File: config.mk
export PLATFORM = sky130hd
export DESIGN_NAME = vga_frame_monitor
export DESIGN_NICKNAME = d
export VERILOG_FILES = /design/src/rtl/vga_frame_monitor.sv
export SDC_FILE = /design/constraint.sdc
export NUM_CORES = 1
export LEC_CHECK = 0
export CORE_AREA = 2 2 117 119
export DETAILED_ROUTE_END_ITERATION = 7
export DIE_AREA = 0 0 119 121
export HOLD_SLACK_MARGIN = 0.03
export PLACE_DENSITY = 0.67
export RECOVER_POWER = 25
export SYNTH_ARGS = -nofsm -noshare
export SYNTH_HDL_FRONTEND = slang
export SYNTH_SLANG_ARGS = --single-unit
File: constraint.sdc
create_clock -name clk -period 3.6 [get_ports clk]
set_input_delay 0.72 -clock clk [delete_from_list [all_inputs] [get_ports clk]]
set_output_delay 0.72 -clock clk [all_outputs]
set_load 0.02 [all_outputs]
File: src/rtl/vga_frame_monitor.sv
// vga_frame_monitor
//   Receive-side checker for a VGA output bus (hsync, vsync, 2-bit R/G/B).
//   It measures line and frame timing and recovers the active-pixel window.
//   It locks to the expected raster and folds every active pixel of a frame
//   into a 16-bit CRC-style signature, so frames can be compared without
//   storing them.
//
//   Optional feature: define MON_BLANK_CHECK_EN to treat any nonzero RGB
//   outside the active window (including sync periods) as a timing mismatch.
//
// Ports
//   clk          in   pixel clock
//   rst_n        in   synchronous active-low reset
//   hsync_in     in   horizontal sync, active low
//   vsync_in     in   vertical sync, active low
//   r_in/g_in/b_in in 2-bit pixel colour each
//   locked       out  raster matches expected timing
//   line_len     out  last measured hsync period in clocks (saturates 1023)
//   hsync_width  out  last hsync low width in clocks
//   frame_lines  out  hsync falls counted in last frame
//   vsync_width  out  hsync falls counted while vsync was low
//   frame_sig    out  signature of last complete frame
//   frame_done   out  one-cycle pulse when frame_sig/frame_lines update
//   err_pulse    out  one-cycle pulse on timing mismatch while locked
//   err_count    out  saturating count of err_pulse events
//
// Latency: a pin value captured into the first stage at edge n produces its
// edge strobe at edge n+1 and updates the measurement outputs at edge n+2.
module vga_frame_monitor #(
    parameter int H_TOTAL          = 800,
    parameter int V_TOTAL          = 525,
    parameter int H_ACTIVE         = 640,
    parameter int V_ACTIVE         = 480,
    parameter int H_SYNC_TO_ACTIVE = 144,
    parameter int V_SYNC_TO_ACTIVE = 35
) (
    input  logic        clk,
    input  logic        rst_n,
    input  logic        hsync_in,
    input  logic        vsync_in,
    input  logic [1:0]  r_in,
    input  logic [1:0]  g_in,
    input  logic [1:0]  b_in,
    output logic        locked,
    output logic [9:0]  line_len,
    output logic [9:0]  hsync_width,
    output logic [9:0]  frame_lines,
    output logic [9:0]  vsync_width,
    output logic [15:0] frame_sig,
    output logic        frame_done,
    output logic        err_pulse,
    output logic [7:0]  err_count
);

    localparam logic [9:0]  CNT_MAX   = 10'h3FF;
    localparam logic [9:0]  H_TOTAL_L = 10'(H_TOTAL);
    localparam logic [9:0]  V_TOTAL_L = 10'(V_TOTAL);
    localparam logic [10:0] X_LO      = 11'(H_SYNC_TO_ACTIVE);
    localparam logic [10:0] X_HI      = 11'(H_SYNC_TO_ACTIVE + H_ACTIVE);
    localparam logic [10:0] Y_LO      = 11'(V_SYNC_TO_ACTIVE);
    localparam logic [10:0] Y_HI      = 11'(V_SYNC_TO_ACTIVE + V_ACTIVE);
    localparam logic [15:0] SIG_SEED  = 16'hFFFF;

    typedef enum logic [1:0] {
        SEARCH = 2'd0,
        VERIFY = 2'd1,
        LOCKED = 2'd2
    } state_t;

    // ---------------- input stage ----------------
    logic       hs_s1_reg, hs_s2_reg, vs_s1_reg, vs_s2_reg;
    logic [5:0] rgb_s1_reg, rgb_s2_reg;
    logic       hs_fall_reg, hs_rise_reg, vs_fall_reg, vs_rise_reg;

    // Edge strobes are registered so that after each edge the strobe and the
    // s2 level/pixel describe the same pin sample.
    always_ff @(posedge clk) begin
        if (!rst_n) begin
            hs_s1_reg   <= 1'b0;
            hs_s2_reg   <= 1'b0;
            vs_s1_reg   <= 1'b0;
            vs_s2_reg   <= 1'b0;
            rgb_s1_reg  <= 6'd0;
            rgb_s2_reg  <= 6'd0;
            hs_fall_reg <= 1'b0;
            hs_rise_reg <= 1'b0;
            vs_fall_reg <= 1'b0;
            vs_rise_reg <= 1'b0;
        end else begin
            hs_s1_reg   <= hsync_in;
            hs_s2_reg   <= hs_s1_reg;
            vs_s1_reg   <= vsync_in;
            vs_s2_reg   <= vs_s1_reg;
            rgb_s1_reg  <= {r_in, g_in, b_in};
            rgb_s2_reg  <= rgb_s1_reg;
            hs_fall_reg <= hs_s2_reg & ~hs_s1_reg;
            hs_rise_reg <= ~hs_s2_reg & hs_s1_reg;
            vs_fall_reg <= vs_s2_reg & ~vs_s1_reg;
            vs_rise_reg <= ~vs_s2_reg & vs_s1_reg;
        end
    end

    // ---------------- measurement datapath ----------------
    logic [9:0]  hcnt_reg, lcnt_reg, hwid_reg, vwid_reg;
    logic [15:0] sig_reg;
    logic [9:0]  hcnt_inc, lcnt_inc, hwid_inc, vwid_inc;
    logic        pixel_active;
    logic [15:0] sig_step;

    assign hcnt_inc = (hcnt_reg == CNT_MAX) ? CNT_MAX : hcnt_reg + 10'd1;
    assign hwid_inc = (hwid_reg == CNT_MAX) ? CNT_MAX : hwid_reg + 10'd1;
    assign vwid_inc = (vwid_reg == CNT_MAX) ? CNT_MAX : vwid_reg + 10'd1;
    // Line count including an hsync fall in this very cycle, so a frame
    // closed together with a line accounts for that line.
    assign lcnt_inc = (hs_fall_reg && lcnt_reg != CNT_MAX) ? lcnt_reg + 10'd1 : lcnt_reg;

    assign pixel_active = ({1'b0, hcnt_reg} >= X_LO) && ({1'b0, hcnt_reg} < X_HI) &&
                          ({1'b0, lcnt_reg} >= Y_LO) && ({1'b0, lcnt_reg} < Y_HI);

    assign sig_step = {sig_reg[14:0], 1'b0} ^ (sig_reg[15] ? 16'h1021 : 16'h0000) ^
                      {10'd0, rgb_s2_reg};

    always_ff @(posedge clk) begin
        if (!rst_n) begin
            hcnt_reg    <= 10'd0;
            lcnt_reg    <= 10'd0;
            hwid_reg    <= 10'd0;
            vwid_reg    <= 10'd0;
            sig_reg     <= SIG_SEED;
            line_len    <= 10'd0;
            hsync_width <= 10'd0;
            frame_lines <= 10'd0;
            vsync_width <= 10'd0;
            frame_sig   <= 16'd0;
            frame_done  <= 1'b0;
        end else begin
            frame_done <= vs_fall_reg;

            if (hs_fall_reg) begin
                line_len <= hcnt_inc;
                hcnt_reg <= 10'd0;
            end else begin
                hcnt_reg <= hcnt_inc;
            end

            // The fall cycle itself is the first low clock of the pulse.
            if (hs_fall_reg) begin
                hwid_reg <= 10'd1;
            end else if (!hs_s2_reg) begin
                hwid_reg <= hwid_inc;
            end
            if (hs_rise_reg) begin
                hsync_width <= hwid_reg;
            end

            if (vs_fall_reg) begin
                vwid_reg <= {9'd0, hs_fall_reg};
            end else if (!vs_s2_reg && hs_fall_reg) begin
                vwid_reg <= vwid_inc;
            end
            if (vs_rise_reg) begin
                vsync_width <= vwid_reg;
            end

            if (vs_fall_reg) begin
                frame_lines <= lcnt_inc;
                lcnt_reg    <= 10'd0;
                frame_sig   <= sig_reg;
                sig_reg     <= SIG_SEED;
            end else begin
                lcnt_reg <= lcnt_inc;
                if (pixel_active) begin
                    sig_reg <= sig_step;
                end
            end
        end
    end

    // ---------------- lock FSM ----------------
    state_t state_reg, state_next;
    logic   mismatch_reg, mismatch_next;
    logic   err_event;
    logic   line_bad, frame_bad, hcnt_sat, blank_bad;

    assign line_bad  = hs_fall_reg && (hcnt_inc != H_TOTAL_L);
    assign frame_bad = vs_fall_reg && (lcnt_inc != V_TOTAL_L);
    assign hcnt_sat  = (hcnt_reg == CNT_MAX);

`ifdef MON_BLANK_CHECK_EN
    assign blank_bad = !pixel_active && (rgb_s2_reg != 6'd0);
`else
    assign blank_bad = 1'b0;
`endif

    always_comb begin
        state_next    = state_reg;
        mismatch_next = mismatch_reg;
        err_event     = 1'b0;
        case (state_reg)
            SEARCH: begin
                if (vs_fall_reg) begin
                    state_next    = VERIFY;
                    mismatch_next = 1'b0;
                end
            end
            VERIFY: begin
                if (line_bad || blank_bad) begin
                    mismatch_next = 1'b1;
                end
                if (vs_fall_reg) begin
                    // Same-cycle line mismatch must still block the lock.
                    if (!(mismatch_reg || line_bad || blank_bad) && lcnt_inc == V_TOTAL_L) begin
                        state_next = LOCKED;
                    end
                    mismatch_next = 1'b0;
                end
            end
            LOCKED: begin
                if (line_bad || frame_bad || hcnt_sat || blank_bad) begin
                    err_event  = 1'b1;
                    state_next = SEARCH;
                end
            end
            default: begin
                state_next    = SEARCH;
                mismatch_next = 1'b0;
            end
        endcase
    end

    always_ff @(posedge clk) begin
        if (!rst_n) begin
            state_reg    <= SEARCH;
            mismatch_reg <= 1'b0;
            err_pulse    <= 1'b0;
            err_count    <= 8'd0;
        end else begin
            state_reg    <= state_next;
            mismatch_reg <= mismatch_next;
            err_pulse    <= err_event;
            if (err_event && err_count != 8'hFF) begin
                err_count <= err_count + 8'd1;
            end
        end
    end

    assign locked = (state_reg == LOCKED);

endmodule

==> results of run 1 <==
-- worst max-delay path: cells and delay by family (launching register included) --
family,cells,cell delay (ns)
and+or+nand+nor,5,1.60
AOI/OAI and AO/OA,3,0.75
adders and majority gates,1,0.28
DFF,1,0.35
-- cells in the mapped netlist, drive strengths merged, types with 5 or more instances --
master / number
clkbuf: 29
mux2i: 62
ha: 6
nor2: 95
and3: 5
nor3: 10
and2: 21
and4: 5
nand4: 10
inv: 7
nor2b: 6
o211ai: 9
xor2: 11
nand3: 17
nand2b: 9
a211oi: 14
or3: 5
o21ai: 10
a21oi: 29
dfxtp: 145
nand2: 52
buf: 9
xnor2: 17
-- final cells by class --
class | instances | area [µm²] | share of cell area, %
clock inverter | 6 | 57.56 | 0.7974
clock buffer | 23 | 488.0 | 6.760
multi-input combinational | 430 | 2723 | 37.72
timing repair buffer | 82 | 799.5 | 11.08
inverter | 7 | 26.28 | 0.3640
sequential | 145 | 2904 | 40.23
tap | 176 | 220.2 | 3.051
-- cell families after synthesis --
logic type               Yosys count
buffers and inverters             45
XOR/XNOR                          28
AO/OA/AOI/OAI                     78
flip-flops                       145
adder cells (fa/ha/maj)            6
AND/OR/NAND/NOR                  253
multiplexers                      65
-- power groups by stage --
stage	sequential (W)	clock [W]	combinational, W
floorplan	0.00170	0	0.0000857
global placement	0.00169	0	0.000143
detailed placement	0.00169	0	0.000145
CTS	0.00166	0.00167	0.000145
global route	0.00166	0.00172	0.000157
finish	0.00166	0.00163	0.000141
-- layer usage --
metal | up-vias | global-route usage (%)
li1 | 2260 | -
met1 | 2129 | 21.45
met2 | 98 | 29.38
met3 | 22 | 5.404
met4 | 0 | 9.375
met5 | - | 0
-- stage by stage --
stage                     utilization (%)  cell area [µm²]  hold WS, ns
after floorplan                         -             5821       0.3890
after global placement              51.04             6679       0.3892
after detailed placement            51.04             6679       0.3967
after CTS                           55.21             7224       0.4052
after global routing                55.16             7218       0.4263
final                               55.16             7218       0.3987
-- layout by cell type, fill, tap and decap left out, types with 3 or more instances in the layout --
master / n
o21ai_0: 9
nor2_1: 95
nand4_1: 10
clkbuf_16: 17
clkbuf_8: 4
mux2_2: 3
inv_1: 7
clkinv_2: 4
xor2_1: 11
clkdlybuf4s50_1: 75
nand2b_1: 9
a31oi_1: 4
nor2b_1: 6
and2_0: 12
clkbuf_1: 3
dfxtp_1: 144
nand2_1: 52
a211oi_1: 13
nand3_1: 17
and3_1: 5
nor3_1: 8
and2_1: 9
xnor2_1: 17
or3_1: 5
a21oi_1: 29
ha_1: 6
mux2i_1: 62
nor4_1: 3
o211ai_1: 9
buf_4: 4
and4_1: 4
-- worst max path at each step --
stage | cells after the start | from | end | slack [ns]
global route | 9 | lcnt_reg[0] | err_count[6] | 0.25
global placement | 9 | lcnt_reg[0] | err_count[6] | 0.59
floorplan | 11 | lcnt_reg[0] | err_count[3] | 0.83
detailed placement | 9 | lcnt_reg[0] | err_count[7] | 0.51
finish | 9 | lcnt_reg[0] | err_count[7] | 0.43
CTS | 9 | lcnt_reg[0] | err_count[7] | 0.51
==> summary.md, run 1 <==
| Metric | Value |
|---|---|
| R2R Setup Slk | between 0.4 and 0.5 ns |
| CTS tree | done |
| Placed cell count | 840 |
| Area share of the largest cell type after synthesis | approximately half |
| TritonCTS Sinks | 145 |
| Detail Route Antenna Nets | 0 |
| Crit-path max cell delay | 0.53 ns |
| Share of cells above drive strength 1 | 6.782% |
| Leak | between 2 and 3 nW |
| Slowest-stage cell, CP | a211oi_4 |
| Drt drc | 0 |
| Area growth syn-to-layout | 24.01% |
| Hold Path Depth | 1 |
| RSZ-0062 raised after global routing | no |
| Post-Syn Area per Cell | 9.388 µm² |
| Final Critical Period | 3.172 ns |
| Sw Share | a little over a fifth |
| Critical path arrival | 3.42 ns |
| Sequential power share | 48.3% |
| Synthesized-area fraction occupied by xor and xnor cells | 4.213% |
| Simple-gate share of the synthesized area | 21.30% |
| Grt total ovfl | 0 |
| Min-Delay Path Class | reg2reg |
| Port Buffers | 76 |
| Met3 WL | roughly 660 µm |
| Final HPWL DP | roughly 8200 µm |
| Setup_tns | 0 ns |
| Vias/cell | 5.189 |
| Hold EP | vs_fall_reg |
| Non-filler cells, final | 869 |
| Vias in the first global route | about 4500 |
| DR top layer | met4 |
| WL final | 12030 µm |
| Total Routing Usage GR | 18.01% |
| Die width | 119 µm |
| Clk pin slew, worst setup/hold paths | 0.06 ns |
| Post-synthesis sequential area ratio | about half |
| Die ar. | 14400 µm² |
| Skew final | 0.008577 ns |
| Io pins | 77 |
| Post-Syn Instances | 620 |
| Initial Util | 44.48% |
| Psw | 0.0007308 W |
| Req. time, crit path | between 3 and 4 ns |
| R2R cell count | 9 |
| Crit share post-route | 88.11% |
| Compound-Gate Fraction of Synth Area | 8.727% |
| Flops & latches, synth | 145 |
| Max Root-Sink Buffers | 2 |
| Vias | 4509 |
| CTS Buf Count | 17 |
| Internal power | 0.002701 W |
| Largest net degree at the start of global routing | 63 |
| P per Cell Area | 475.4 nW/µm² |
| VDD IR max | 0.3588 mV |
| Htree depth | 4 |
| Combinational fraction of design power | 4.1% |
| Slew HR | 13.49% |
| Dpl ws | 0.5100 ns |
| Synth Net Count | around 640 |
| Max cap viols | 0 |
| RR Endpoint | err_count[7] |
| CP cell instances | ha_1 > and4_1 > or4b_1 > a21oi_1 > nand4b_1 > or4_4 > a211oi_4 > or4_2 > a21oi_1 |
| Met2 WL | 5738 µm |
| Post-synthesis adder-cell area fraction | 1.290% |
| Top cell by count, worst path | a21oi_1 |
| DRT iter0 DRCs | 209 |
| Async S/R FF share, synth | 0% |
| Synth Cell Area | 5821 µm² |
| Avg WL per Cell | between 10 and 15 µm |
| Clock group share of total power | 47.6% |
| CP Class | reg2reg |
| Worst-skew pair later-pin latency | roughly 0.43 ns |
| Post-synth cell types | 55 |
| Root Buffer | clkbuf_16 |
| Worst r2r src | lcnt_reg[0] |
| Fmax | 315.3 MHz |
| Fill count | ~1200 |
| Hold Violations, Final | 0 |
| CP max FO | 12 |
| Pre-antenna DRT Iters | 7 |
| Worst setup EP type | flop |
| Hold path startpoint | vs_s1_reg |
| Row count | 42 |
| Status | finished, final reports clean |
| Initial antenna violation count | 0 |
| Die H | 121 µm |
| Synth warnings | 0 |
| Combinational family with the most area after synthesis | simple AND/OR/NAND/NOR gates |
| Mux cell area share after synthesis | between 10% and 20% |
| First-pass GRT wire length | 20740 µm |
| Most used DFF post-synth | dfxtp_1 |
| Setup Fix Bufs, Post-CTS | 0 |
| Antenna cells | 0 |
| Final slew viol count | 0 |
| Cell taking the most area after synthesis | dfxtp_1 |
| M1 WL | ~5300 µm |
| EDFF count, synth | 0 |
| Total power | 0.003432 W |
| Worst-margin pin slew | 1.298 ns |
| Global placement routability congestion | 0.8393 |
| PostCTS Resize Cnt | 0 |
| NumNets Final | 699 |
| Startpoint Class | flop |
| Setup-failing EPs final | 0 |
| Hold bufs inserted after CTS | 0 |
| Final worst slack | 0.4282 ns |
| Main area contributors after synthesis | dfxtp_1, mux2i_1, nor2_1 |
| Core area | 13090 µm² |
Power figures use the tool's default switching activity.
==> run 2, diff against run 1 <==
--- a/config.mk
+++ b/config.mk
@@ -5,11 +5,11 @@
 export SDC_FILE = /design/constraint.sdc
 export NUM_CORES = 1
 export LEC_CHECK = 0
-export CORE_AREA = 2 2 117 119
+export ABC_AREA = 1
+export CORE_AREA = 2 2 128 130
 export DETAILED_ROUTE_END_ITERATION = 7
-export DIE_AREA = 0 0 119 121
+export DIE_AREA = 0 0 130 132
 export HOLD_SLACK_MARGIN = 0.03
-export PLACE_DENSITY = 0.67
 export RECOVER_POWER = 25
 export SYNTH_ARGS = -nofsm -noshare
 export SYNTH_HDL_FRONTEND = slang
==> summary.md, run 2 <==
| Metric | Value |
|---|---|
| Sequential power share | 47.0% |
| Die ar. | 17160 µm² |
| Area growth syn-to-layout | 25.69% |
| Most used DFF post-synth | dfxtp_1 |
| Row count | between 40 and 50 |
| Hold Violations, Final | 0 |
| Slew HR | 37.58% |
| Fill count | ~1600 |
| Total Routing Usage GR | 15.23% |
| CP max FO | 9 |
| Post-synthesis sequential area ratio | 49.33% |
| Worst-skew pair later-pin latency | 0.42 ns |
| Port Buffers | between 70 and 80 |
| Non-filler cells, final | about 1100 |
| P per Cell Area | 479.4 nW/µm² |
| Leak | 3.152 nW |
| Crit path depth | 13 |
| Htree depth | 4 |
| Synth Cell Area | 5884 µm² |
| Core area | between 15000 and 20000 µm² |
| Synth warnings | 0 |
| Slowest-stage cell, CP | nor2_1 |
| Post-Syn Area per Cell | slightly below 8 µm² |
| Finished Cell Area | 7396 µm² |
| Critical path arrival | 3.11 ns |
| Main area contributors after synthesis | dfxtp_1, nand2_1, nor2_1 |
| Crit-path max cell delay | 0.47 ns |
| Synth Net Count | 780 |
| CTS tree | done |
| WL final | 12350 µm |
| NumNets Final | 852 |
| Utilization after layout | 47.07% |
| Area share of the largest cell type after synthesis | 49.33% |
| Drt drc | 0 |
| Cell with the most instances after synthesis | nand2_1 |
| Status | finished, final reports clean |
| Setup Fix Bufs, Post-CTS | 0 |
| PostCTS Resize Cnt | 0 |
| Global placement routability congestion | 0.8028 |
| Min-Delay Path Class | reg2reg |
| Async S/R FF share, synth | 0% |
| Setup-failing EPs final | 0 |
| Max Root-Sink Buffers | 2 |
| Combinational fraction of design power | about 4.6% |
| Initial Util | 37.45% |
| Max cap viols | 0 |
| Pre-antenna DRT Iters | 5 |
| Initial antenna violation count | 0 |
| Cell taking the most area after synthesis | dfxtp_1 |
| Worst-margin pin slew | 0.9341 ns |
| VDD IR max | 0.2982 mV |
| Flops & latches, synth | 145 |
| Clk pin slew, worst setup/hold paths | 0.06 ns |
| Placed cell count | 1033 |
| Detail Route Antenna Nets | 0 |
| Grt total ovfl | 0 |
| RSZ-0062 raised after global routing | no |
| Hold bufs inserted after CTS | 0 |
| CTS Buf Count | 17 |
| Worst path bufs/invs | 1 |
| TritonCTS Sinks | between 100 and 150 |
| Vias/cell | 4.512 |
| Die H | 132 µm |
| Sw Share | between 20 and 25% |
| Final Critical Period | approximately 2.8 ns |
| Crit share post-route | 76.90% |
| Skew final | 0.01366 ns |
| R2R cell count | 13 |
| Internal power | 0.002771 W |
| DRT iter0 DRCs | about 260 |
| Psw | just under 0.0008 W |
| Share of cells above drive strength 1 | 6.612% |
| Most common cell after layout, fill and taps aside | nand2_1 |
| Io pins | a little under 80 |
| CP Class | reg2reg |
| Antenna cells | 0 |
| Vias in the first global route | between 4000 and 5000 |
| Die width | 130 µm |
| Root Buffer | clkbuf_16 |
| Hold Path Depth | 1 |
| Top delay family on crit path | simple AND/OR/NAND/NOR gates |
| Setup_tns | 0 ns |
| Post-synth cell types | 37 |
| Final slew viol count | 0 |
| DP Area | between 6000 and 7000 µm² |
| Post-Syn Instances | around 760 |
| Avg WL per Cell | 11.62 µm |
| Startpoint Class | flop |
| Commonest cells in the netlist | nand2_1, dfxtp_1, nor2_1 |
| Most frequent cells in the layout | nand2_1, dfxtp_1, nor2_1 |
| Final HPWL DP | 8550 µm |
| Vias | roughly 4800 |
| CP cell instances | ha_1 > nand2_1 > nor2_1 > nand2_2 > nor2_1 > inv_2 > nand3_2 > nand3_1 > a21oi_2 > nand2_4 > nand3_4 > nand2_1 > a21oi_1 |
| EDFF count, synth | 0 |
| Worst setup EP type | flop |
| Req. time, crit path | 3.94 ns |
| Clock group share of total power | 48.4% |
| First-pass GRT wire length | roughly 21000 µm |
| Fmax | 361.2 MHz |
| Largest net degree at the start of global routing | 45 |
## run 2: area by class of cell
type	count	area [µm²]	share of cell area, %
Multi-Input combinational cell	496	2497	33.77
Timing Repair Buffer	80	787.0	10.64
Inverter	96	360.3	4.872
Clock buffer	20	466.7	6.310
Clock inverter	10	111.4	1.506
Tap cell	216	270.3	3.654
Sequential cell	145	2903	39.25
## run 2: worst reg2reg max path: stages (launching register included)
cell and delay (ns):
dfxtp_1 0.43, ha_1 0.22, nand2_1 0.12, nor2_1 0.25, nand2_2 0.09, nor2_1 0.47
inv_2 0.17, nand3_2 0.14, nand3_1 0.13, a21oi_2 0.22, nand2_4 0.13, nand3_4 0.13
nand2_1 0.07, a21oi_1 0.13
## run 2: cells by family after synthesis
| group | Yosys count | share of synthesized area [%] |
|---|---|---|
| xor+xnor | 25 | 3.721 |
| compound gates | 126 | 12.10 |
| simple gates | 339 | 25.47 |
| flops | 145 | 49.33 |
| buf+inv | 123 | 8.101 |
| fa+ha+maj | 6 | 1.276 |
## run 2: final timing paths
check / startpoint / to / slack, ns
setup / recovery: hcnt_reg[0] / err_count[3] / 0.83
hold / removal: vs_s1_reg / vs_fall_reg / 0.40
setup reg to reg: hcnt_reg[0] / err_count[3] / 0.83
hold reg to reg: vs_s1_reg / vs_fall_reg / 0.40
## run 2: power by group through the flow
stage                     logic (W)  registers [W]  clock network (W)
after global placement     0.000165        0.00170                  0
final                      0.000163        0.00167            0.00172
after floorplan           0.0000837        0.00172                  0
after CTS                  0.000167        0.00167            0.00176
after global routing       0.000183        0.00167            0.00183
after detailed placement   0.000166        0.00170                  0
## run 2: through the flow
step	setup WS, ns	power, W	hold slack (ns)
floorplan	1.626	0.001799	0.3894
global placement	0.9589	0.001868	0.3928
detailed placement	0.9556	0.001869	0.3966
CTS	1.092	0.003595	0.4077
global route	0.4342	0.003683	0.4225
finish	0.8316	0.003545	0.4009
## run 2: per-layer routing
layer / part of all wire, % / wire length (µm) / GRT usage [%] / vias up
li1: - / - / - / 2604
met1: 53 / 6501 / 21.68 / 2103
met2: 43 / 5300 / 21.64 / 75
met3: 3.1 / 384 / 3.977 / 14
met4: 1.3 / 164 / 6.511 / 0
met5: 0 / 0 / 0 / -
==> run 3, diff against run 2 <==
==> constraint.sdc (replaced) <==
create_clock -name clk -period 2.5 [get_ports clk]
set_input_delay 0.5 -clock clk [delete_from_list [all_inputs] [get_ports clk]]
set_output_delay 0.5 -clock clk [all_outputs]
set_load 0.02 [all_outputs]
==> summary.md, run 3 (synthesized netlist as in run 2, its figures left out) <==
| Metric | Value |
|---|---|
| Status | finished, final reports clean |
| Hold Violations, Final | 0 |
| Fill count | 1540 |
| Initial Util | 37.45% |
| Global placement routability congestion | 0.8253 |
| Die ar. | between 15000 and 20000 µm² |
| Multi-input logic area | 2507 µm² |
| Detail Route Antenna Nets | 0 |
| Htree depth | 4 |
| Startpoint Class | flop |
| Final Critical Period | 2.240 ns |
| DRT iter0 DRCs | 230 |
| Final HPWL DP | between 8000 and 9000 µm |
| Fmax | 446.5 MHz |
| Vias/cell | 4.585 |
| Area growth syn-to-layout | 28.02% |
| RSZ-0062 raised after global routing | no |
| Port Buffers | 76 |
| Worst path bufs/invs | 1 |
| First-pass GRT wire length | 21690 µm |
| Vias | around 4900 |
| Die width | 130 µm |
| Die H | between 100 and 150 µm |
| Setup Fix Bufs, Post-CTS | 0 |
| Leak | 3.227 nW |
| Setup_tns | 0 ns |
| Slew HR | 46.83% |
| Largest net degree at the start of global routing | 43 |
| Crit-path max cell delay | 0.40 ns |
| Worst-margin pin slew | between 0.7 and 0.8 ns |
| Root Buffer | clkbuf_16 |
| Grt total ovfl | 0 |
| Most common cell after layout, fill and taps aside | nand2_1 |
| WL final | ~13000 µm |
| Clk pin slew, worst setup/hold paths | roughly 0.06 ns |
| Slowest-stage cell, CP | dfxtp_1 |
| Total Routing Usage GR | approximately 16% |
| CP Class | reg2reg |
| DP Area | 6907 µm² |
| Worst setup EP type | flop |
| Io pins | 77 |
| Critical path arrival | 2.56 ns |
| Finished Cell Area | ~7500 µm² |
| Seq. cell area | 2904 µm² |
| Skew final | 0.008603 ns |
| CTS Buf Count | 17 |
| Final hold slack | 0.4106 ns |
| Worst-skew pair later-pin latency | 0.42 ns |
| Core area | between 15000 and 20000 µm² |
| Total power | between 0.005 and 0.006 W |
| Setup-failing EPs final | 0 |
| Final slew viol count | 0 |
| CP cell instances | ha_2 > inv_1 > nor2_4 > nand3_4 > nand2_1 > nand2_1 > nand2_1 > nand2_1 > nor2_1 > nand3_2 > nand2_2 > nand2_4 > nand3_4 > nand2_1 > nand2_1 > nor2_1 |
| P per Cell Area | slightly above 700 nW/µm² |
| TritonCTS Sinks | approximately 150 |
| Antenna cells | 0 |
| Max cap viols | 0 |
| Pre-antenna DRT Iters | 5 |
| Share of cells above drive strength 1 | 8.149% |
| VDD IR max | about 0.51 mV |
| Avg WL per Cell | 11.85 µm |
| Max Root-Sink Buffers | 2 |
| NumNets Final | 862 |
| Req. time, crit path | between 2 and 3 ns |
| Top delay family on crit path | simple AND/OR/NAND/NOR gates |
| Top cell by count, worst path | nand2_1 |
| Vias in the first global route | 4582 |
| Crit share post-route | 89.59% |
| Drt drc | 0 |
| CTS tree | done |
| CP max FO | 16 |
| Min-Delay Path Class | reg2reg |
| Row count | 46 |
| Most frequent cells in the layout | nand2_1, dfxtp_1, nor2_1 |
| Initial antenna violation count | 0 |
[run 3: changes by cell type in the layout (fill, tap and decap cells not counted), moves of 2 or more]
cell        before  now
buf_4            3   11
bufinv_16        2    4
clkinv_4         1    3
clkinvlp_4       3    1
[run 3: path summary, 6_finish.rpt]
path	from	endpoint	slack (ns)	depth (start not counted)
worst min-delay path	rgb_s1_reg[5]	rgb_s2_reg[5]	0.41	2
worst min register to register	rgb_s1_reg[5]	rgb_s2_reg[5]	0.41	2
worst max register to register	lcnt_reg[0]	err_count[0]	0.26	16
worst max-delay path	lcnt_reg[0]	err_count[0]	0.26	16
[run 3: layout make-up]
cell class / count / area share (%)
Clock inverter: 13 / 2.425
Inverter: 96 / 4.783
Clock buffer: 19 / 6.012
Multi-Input combinational cell: 496 / 33.28
Tap cell: 216 / 3.587
Sequential cell: 145 / 38.55
Timing Repair Buffer: 90 / 11.36
[run 3: routing by layer]
layer,track usage (%),vias to the layer above,routed length (µm)
met2,22.83,88,5531
met1,22.04,2192,6563
met4,6.153,0,161
met5,0,-,0
li1,-,2635,-
met3,3.815,14,483
[run 3: repair_timing]
item / 4_1_cts / 5_1_grt
gates resized for setup: 0 / 2
hold buffers: 0 / 0
setup endpoints to repair: 0 / 9
[run 3: through the flow]
step / util (%) / setup WS, ns / cells
2_1_floorplan: - / 0.5263 / 764
3_3_place_gp: 43.96 / 0.2367 / 1043
3_5_place_dp: 43.96 / 0.1925 / 1043
4_1_cts: 48.00 / 0.1883 / 1075
5_1_grt: 47.95 / 0.02012 / 1075
6_report: 47.95 / 0.2603 / 1075
[run 3: worst register-to-register path, delay by kind of cell (launching register included)]
family | cells | cell delay [ns]
simple gates | 14 | 1.46
fa+ha+maj | 1 | 0.23
flops | 1 | 0.40
buf+inv | 1 | 0.08
[run 3: report_power, final]
group	internal, W	switching (W)
Combinational	0.000102	0.000142
Sequential	0.00236	0.0000365
Clock	0.00172	0.000980
Total	0.00419	0.00116
